<file path="config.mk">
export PLATFORM = sky130hd
export DESIGN_NAME = pwm_peripheral
export DESIGN_NICKNAME = d
export VERILOG_FILES = /design/src/rtl/pwm_pkg.sv /design/src/rtl/pwm_timebase.sv /design/src/rtl/pwm_peripheral.sv
export SDC_FILE = /design/constraint.sdc
export NUM_CORES = 1
export LEC_CHECK = 0
export ABC_AREA = 1
export CORE_UTILIZATION = 31
export DETAILED_ROUTE_END_ITERATION = 10
export GPL_ROUTABILITY_DRIVEN = 1
export PLACE_DENSITY = 0.56
export SYNTH_ARGS = -nofsm -noshare
export SYNTH_HDL_FRONTEND = slang
export SYNTH_SLANG_ARGS = --single-unit
</file>
<file path="constraint.sdc">
create_clock -name clk -period 2.5 [get_ports clk]
set_input_delay 0.375 -clock clk [delete_from_list [all_inputs] [get_ports clk]]
set_output_delay 0.375 -clock clk [all_outputs]
set_load 0.1 [all_outputs]
</file>
<file path="src/rtl/pwm_pkg.sv">
// -----------------------------------------------------------------------------
// pwm_pkg
// Shared constants and helper functions for the PWM output stage.
//   PWM_CNT_W        : width of the free-running PWM counter
//   DUTY_FULL        : duty code that forces a constant-high level
//   PRESCALE_DEFAULT : default system clocks per PWM counter step
//   NUM_PINS         : number of driven output pins
//   PRE_CNT_W        : width of the prescaler counter (PRESCALE up to 65535)
// -----------------------------------------------------------------------------
package pwm_pkg;

  localparam int             PWM_CNT_W        = 8;
  localparam logic [7:0]     DUTY_FULL        = 8'hFF;
  localparam int             PRESCALE_DEFAULT = 13;
  localparam int             NUM_PINS         = 16;
  localparam int             PRE_CNT_W        = 16;

  // PWM level for one counter step. Full-scale duty also covers the 256th
  // step, which a plain "cnt < duty" compare could never reach.
  function automatic logic pwm_level(
    input logic [PWM_CNT_W-1:0] cnt,
    input logic [PWM_CNT_W-1:0] duty
  );
    logic lvl;
    if (duty == DUTY_FULL) begin
      lvl = 1'b1;
    end else begin
      lvl = (cnt < duty);
    end
    return lvl;
  endfunction

  // Per-pin drive: disabled pins are low, enabled static pins are high,
  // enabled PWM pins follow the shared level.
  function automatic logic [NUM_PINS-1:0] pin_drive(
    input logic [NUM_PINS-1:0] en_out,
    input logic [NUM_PINS-1:0] en_pwm,
    input logic                lvl
  );
    logic [NUM_PINS-1:0] drv;
    for (int i = 0; i < NUM_PINS; i++) begin
      if (en_out[i]) begin
        drv[i] = en_pwm[i] ? lvl : 1'b1;
      end else begin
        drv[i] = 1'b0;
      end
    end
    return drv;
  endfunction

endpackage

</file>
<file path="src/rtl/pwm_timebase.sv">
// -----------------------------------------------------------------------------
// pwm_timebase
// Prescaler plus 8-bit free-running PWM counter and period-boundary strobe.
// Runs continuously out of reset, independent of any pin enables.
// Ports:
//   clk      in   system clock
//   rst_n    in   asynchronous active-low reset
//   pwm_cnt  out  current PWM counter value (0..255)
//   wrap     out  combinational strobe: high in the cycle whose rising edge
//                 moves pwm_cnt from 255 to 0 (the period boundary edge)
// Parameter PRESCALE: system clocks per counter step, legal 1..65535.
// -----------------------------------------------------------------------------
module pwm_timebase
  import pwm_pkg::*;
#(
  parameter int PRESCALE = PRESCALE_DEFAULT
) (
  input  logic                 clk,
  input  logic                 rst_n,
  output logic [PWM_CNT_W-1:0] pwm_cnt,
  output logic                 wrap
);

  localparam logic [PRE_CNT_W-1:0] PRE_LAST = PRE_CNT_W'(PRESCALE - 1);
  localparam logic [PWM_CNT_W-1:0] CNT_LAST = {PWM_CNT_W{1'b1}};

  logic [PRE_CNT_W-1:0] r_pre_cnt;
  logic [PWM_CNT_W-1:0] r_pwm_cnt;
  logic                 w_tick;

  // With PRESCALE = 1, PRE_LAST is 0 and the counter sits at 0, so tick is
  // high every cycle.
  assign w_tick  = (r_pre_cnt == PRE_LAST);
  assign wrap    = w_tick && (r_pwm_cnt == CNT_LAST);
  assign pwm_cnt = r_pwm_cnt;

  // Prescaler and PWM counter; the counter wraps 255 -> 0 by natural overflow.
  always_ff @(posedge clk or negedge rst_n) begin
    if (!rst_n) begin
      r_pre_cnt <= {PRE_CNT_W{1'b0}};
      r_pwm_cnt <= {PWM_CNT_W{1'b0}};
    end else begin
      if (w_tick) begin
        r_pre_cnt <= {PRE_CNT_W{1'b0}};
        r_pwm_cnt <= r_pwm_cnt + {{(PWM_CNT_W-1){1'b0}}, 1'b1};
      end else begin
        r_pre_cnt <= r_pre_cnt + {{(PRE_CNT_W-1){1'b0}}, 1'b1};
      end
    end
  end

endmodule

</file>
<file path="src/rtl/pwm_peripheral.sv">
// -----------------------------------------------------------------------------
// pwm_peripheral
// 16-pin output stage. Each pin is held low, driven high, or PWM-modulated
// from a single shared duty byte. The duty byte is shadowed and only taken
// over at a period boundary so a period in progress is never glitched.
// Ports:
//   clk              in   system clock
//   rst_n            in   asynchronous active-low reset
//   en_reg_out_7_0   in   output enable, pins 7:0
//   en_reg_out_15_8  in   output enable, pins 15:8
//   en_reg_pwm_7_0   in   PWM select, pins 7:0
//   en_reg_pwm_15_8  in   PWM select, pins 15:8
//   pwm_duty_cycle   in   requested duty in 1/256 units, 0xFF = 100 %
//   out              out  registered pin drive, bit i = pin i
//   period_start     out  one-clock pulse following each period boundary
// Parameter PRESCALE: system clocks per PWM step (period = 256*PRESCALE).
// -----------------------------------------------------------------------------
module pwm_peripheral
  import pwm_pkg::*;
#(
  parameter int PRESCALE = PRESCALE_DEFAULT
) (
  input  logic                 clk,
  input  logic                 rst_n,
  input  logic [7:0]           en_reg_out_7_0,
  input  logic [7:0]           en_reg_out_15_8,
  input  logic [7:0]           en_reg_pwm_7_0,
  input  logic [7:0]           en_reg_pwm_15_8,
  input  logic [7:0]           pwm_duty_cycle,
  output logic [NUM_PINS-1:0]  out,
  output logic                 period_start
);

  logic [PWM_CNT_W-1:0] w_pwm_cnt;
  logic                 w_wrap;
  logic [PWM_CNT_W-1:0] r_duty_act;
  logic [NUM_PINS-1:0]  r_out;
  logic                 r_period_start;
  logic [NUM_PINS-1:0]  w_en_out;
  logic [NUM_PINS-1:0]  w_en_pwm;
  logic                 w_lvl;
  logic [NUM_PINS-1:0]  w_out_nxt;
  logic [PWM_CNT_W-1:0] w_duty_nxt;

  pwm_timebase #(
    .PRESCALE (PRESCALE)
  ) u_timebase (
    .clk     (clk),
    .rst_n   (rst_n),
    .pwm_cnt (w_pwm_cnt),
    .wrap    (w_wrap)
  );

  assign w_en_out = {en_reg_out_15_8, en_reg_out_7_0};
  assign w_en_pwm = {en_reg_pwm_15_8, en_reg_pwm_7_0};

  // Next-state logic: level compare, per-pin mux and duty shadow load.
  // Enables are used as-is so enable changes reach the pins after one clock.
  always_comb begin
    w_lvl      = 1'b0;
    w_out_nxt  = {NUM_PINS{1'b0}};
    w_duty_nxt = r_duty_act;
    w_lvl      = pwm_level(w_pwm_cnt, r_duty_act);
    w_out_nxt  = pin_drive(w_en_out, w_en_pwm, w_lvl);
    if (w_wrap) begin
      w_duty_nxt = pwm_duty_cycle;
    end else begin
      w_duty_nxt = r_duty_act;
    end
  end

  // Output, boundary-pulse and duty shadow registers.
  always_ff @(posedge clk or negedge rst_n) begin
    if (!rst_n) begin
      r_duty_act     <= {PWM_CNT_W{1'b0}};
      r_out          <= {NUM_PINS{1'b0}};
      r_period_start <= 1'b0;
    end else begin
      r_duty_act     <= w_duty_nxt;
      r_out          <= w_out_nxt;
      r_period_start <= w_wrap;
    end
  end

  assign out          = r_out;
  assign period_start = r_period_start;

endmodule

</file>
==> key figures <==
Floorplanning
  • Die width: 91.5 um
  • Die area: 0.00837 mm2
  • Core footprint: 0.00773 mm2
  • I/O pins: 59
  • Starting density of the core: 32.1%
  • Rows: 32
  • Die height: 91.5 um

Drt
  • Detailed-route via count: 1944
  • Initial DRC count: 87
  • DRC: 0
  • Drt wl/cell: 10.8 um
  • Via/cell ratio: 4.23
  • Final WL: 4950 um
  • First-pass detailed-route iteration total: 4
  • Antenna violation net count after detailed routing: 0

Layout
  • NumNets Final: 409
  • # diodes: 0
  • Final Non-Filler Cells: 460
  • Area growth, synth to finish: 31.0%
  • Post-layout util: 42.1%
  • Layout cell share with drive strength beyond 1: 11.5%
  • Leading cell type in the layout, fill and taps excluded: nand2_1
  • Most frequent cells in the layout: 73 x nand2_1, 54 x inv_1, 49 x dfrtp_1
  • Post-route cell area: 0.00325 mm2
  • Fill cell count: 790

Clock network
  • Hold buffers post-CTS: 0
  • TritonCTS Buffers: 5
  • Setup bufs post-CTS: 0
  • Clock latency on the worst-skew pair: 0.30 ns
  • H-tree depth: 2
  • Clock Path Buffers: 2
  • Clock-pin slew on the worst setup and hold paths: 0.09 ns
  • Post_cts resized: 0
  • Root Driver: clkbuf_8
  • CTS Sinks: 49
  • TritonCTS clock tree: yes

Synth
  • FF+latch count, synth: 49
  • Mapped Cells: 295
  • Register area share after synthesis: 49.4%
  • Yosys Warn Count: 0
  • Syn_nets: 347
  • Yosys cell types: 28
  • Netlist Area Pre-Place: 0.00248 mm2
  • Syn Area/Cell: 8.42 um2

Global route
  • First-pass GRT wire length: 8690 um
  • Gr ovfl total: 0
  • Largest net degree at the start of global routing: 27
  • Vias in the first global route: 1920
  • Initial antenna violation count: 0
  • Total global-route track usage: 13.2%

Pwr
  • Power density cells: 494 mW/mm2
  • Leakage: 1.68 nW
  • Peak supply drop: 0.264 mV
  • Total power: 1.61 mW

Setup path
  • Crit-path cells: inv_1, ha_1, a21oi_1, nor2_1, nor3_1, nand2_1, nand3_1, nand2_1, inv_1
  • WS Path Type: flip-flop to flip-flop
  • Crit-path max cell delay: 0.39 ns
  • CP Launch Point: r_duty_act[5]$_DFFE_PN0P_
  • Worst setup endpoint: out[9]$_DFF_PN0_
  • Reg2reg start: r_duty_act[5]$_DFFE_PN0P_
  • R2R depth: 9
  • CP max FO: 16
  • Setup crit start kind: flip-flop
  • Critical path arrival: 2.01 ns
  • Reg2Reg Setup Slack: 0.73 ns
  • Worst path slowest cell: dfrtp_1
  • CP Capture Type: flip-flop
  • FF-to-FF End: out[9]$_DFF_PN0_
  • Critical path required time: 2.74 ns

STA
  • Setup ws final: 0.729 ns
  • Slew Viols, Final: 0
  • Final Hold Fails: 0
  • Minimum clock period: 1.77 ns
  • Fin crit share: 70.8%
  • Fmax: 0.565 GHz
  • Worst slew margin: 57.8%
  • RSZ-0062 raised after global routing: no
  • # setup viols final: 0
  • Final Hold Slack: 0.0670 ns
  • Slew @ Worst Pin: 0.628 ns
  • Setup TNS: 0 ns
  • Skew final: 0.0129 ns

Placement
  • Pre-CTS setup slack: 0.719 ns
  • DP HPWL: 3790 um
  • Port bufs: 58
  • Placed cells: 452
  • Routability cong.: 0.821
  • Dpl cell area: 0.00314 mm2

Run
  • Number of max-cap violations: 0

Outcome
  • Status: finished clean

Min path
  • Tightest Hold Check Type: primary input to asynchronous set/reset pin
power by group:
group | leakage (nW) | switching (mW) | internal [mW]
combinational | 1.04 | 0.136 | 0.0791
clock | 0.0585 | 0.258 | 0.326
sequential | 0.586 | 0.00352 | 0.805
sequential cells by signal, summed over array words and instances (netlist names):
| register | count |
|---|---|
| out | 16 |
| u_timebase.r_pre_cnt | 16 |
| u_timebase.pwm_cnt | 8 |
| period_start | 1 |
| r_duty_act | 8 |
layer usage:
| layer | vias up | wire [um] | global-route usage [%] |
|---|---|---|---|
| met5 | - | 0 | 0 |
| met4 | 0 | 81 | 5.16 |
| met2 | 45 | 2120 | 19.7 |
| li1 | 1035 | - | - |
| met3 | 5 | 339 | 5.03 |
| met1 | 859 | 2410 | 17.1 |
cell usage after synthesis, drive strengths merged:
| cell type | count | area share [%] |
|---|---|---|
| a21o | 1 | 0.30 |
| a21oi | 2 | 0.40 |
| buf | 4 | 1.1 |
| clkinv | 1 | 0.15 |
| dfrtp | 49 | 49 |
| ha | 10 | 5.0 |
| inv | 58 | 8.9 |
| nand2 | 76 | 12 |
| nand3 | 35 | 7.7 |
| nand4 | 8 | 2.3 |
| nor2 | 18 | 3.1 |
| nor3 | 8 | 1.8 |
| nor3b | 1 | 0.30 |
| nor4 | 1 | 0.86 |
| o21ai | 9 | 1.8 |
| xnor2 | 1 | 0.35 |
| xor2 | 13 | 4.6 |
kinds of logic after synthesis:
| logic type | share of synthesized area [%] |
|---|---|
| compound gates | 2.52 |
| simple gates | 28.0 |
| xor+xnor | 4.94 |
| buf+inv | 10.1 |
| flops | 49.4 |
| fa+ha+maj | 5.04 |
critical path: cells and delay by family, from the launching register on:
| kind | cells | cell delay (ns) |
|---|---|---|
| adders and majority gates | 1 | 0.26 |
| and+or+nand+nor | 5 | 0.75 |
| DFF | 1 | 0.39 |
| AOI/OAI and AO/OA | 1 | 0.16 |
| buffers and inverters | 2 | 0.16 |
worst min-delay path by stage:
stage               startpoint                                end  slack [ns]  cells past startpoint
CTS                      rst_n  u_timebase.pwm_cnt[2]$_DFFE_PN0N_        0.08                      1
floorplan                rst_n                   out[0]$_DFF_PN0_        0.08                      0
detailed placement       rst_n          r_duty_act[4]$_DFFE_PN0P_        0.42                      1
global placement         rst_n          r_duty_act[4]$_DFFE_PN0P_        0.42                      1
finish                   rst_n          r_duty_act[4]$_DFFE_PN0P_        0.07                      1
global route             rst_n  u_timebase.pwm_cnt[2]$_DFFE_PN0N_        0.10                      1
final cells by class:
cell class | count | area (um2) | share of cell area, %
clock inverter | 1 | 30.0 | 0.923
sequential | 49 | 1230 | 37.7
inverter | 59 | 224 | 6.88
timing repair buffer | 59 | 553 | 17.0
clock buffer | 7 | 86.3 | 2.65
tap | 102 | 128 | 3.92
multi-input combinational | 183 | 1010 | 30.9
(Power assumes the default switching activity.)
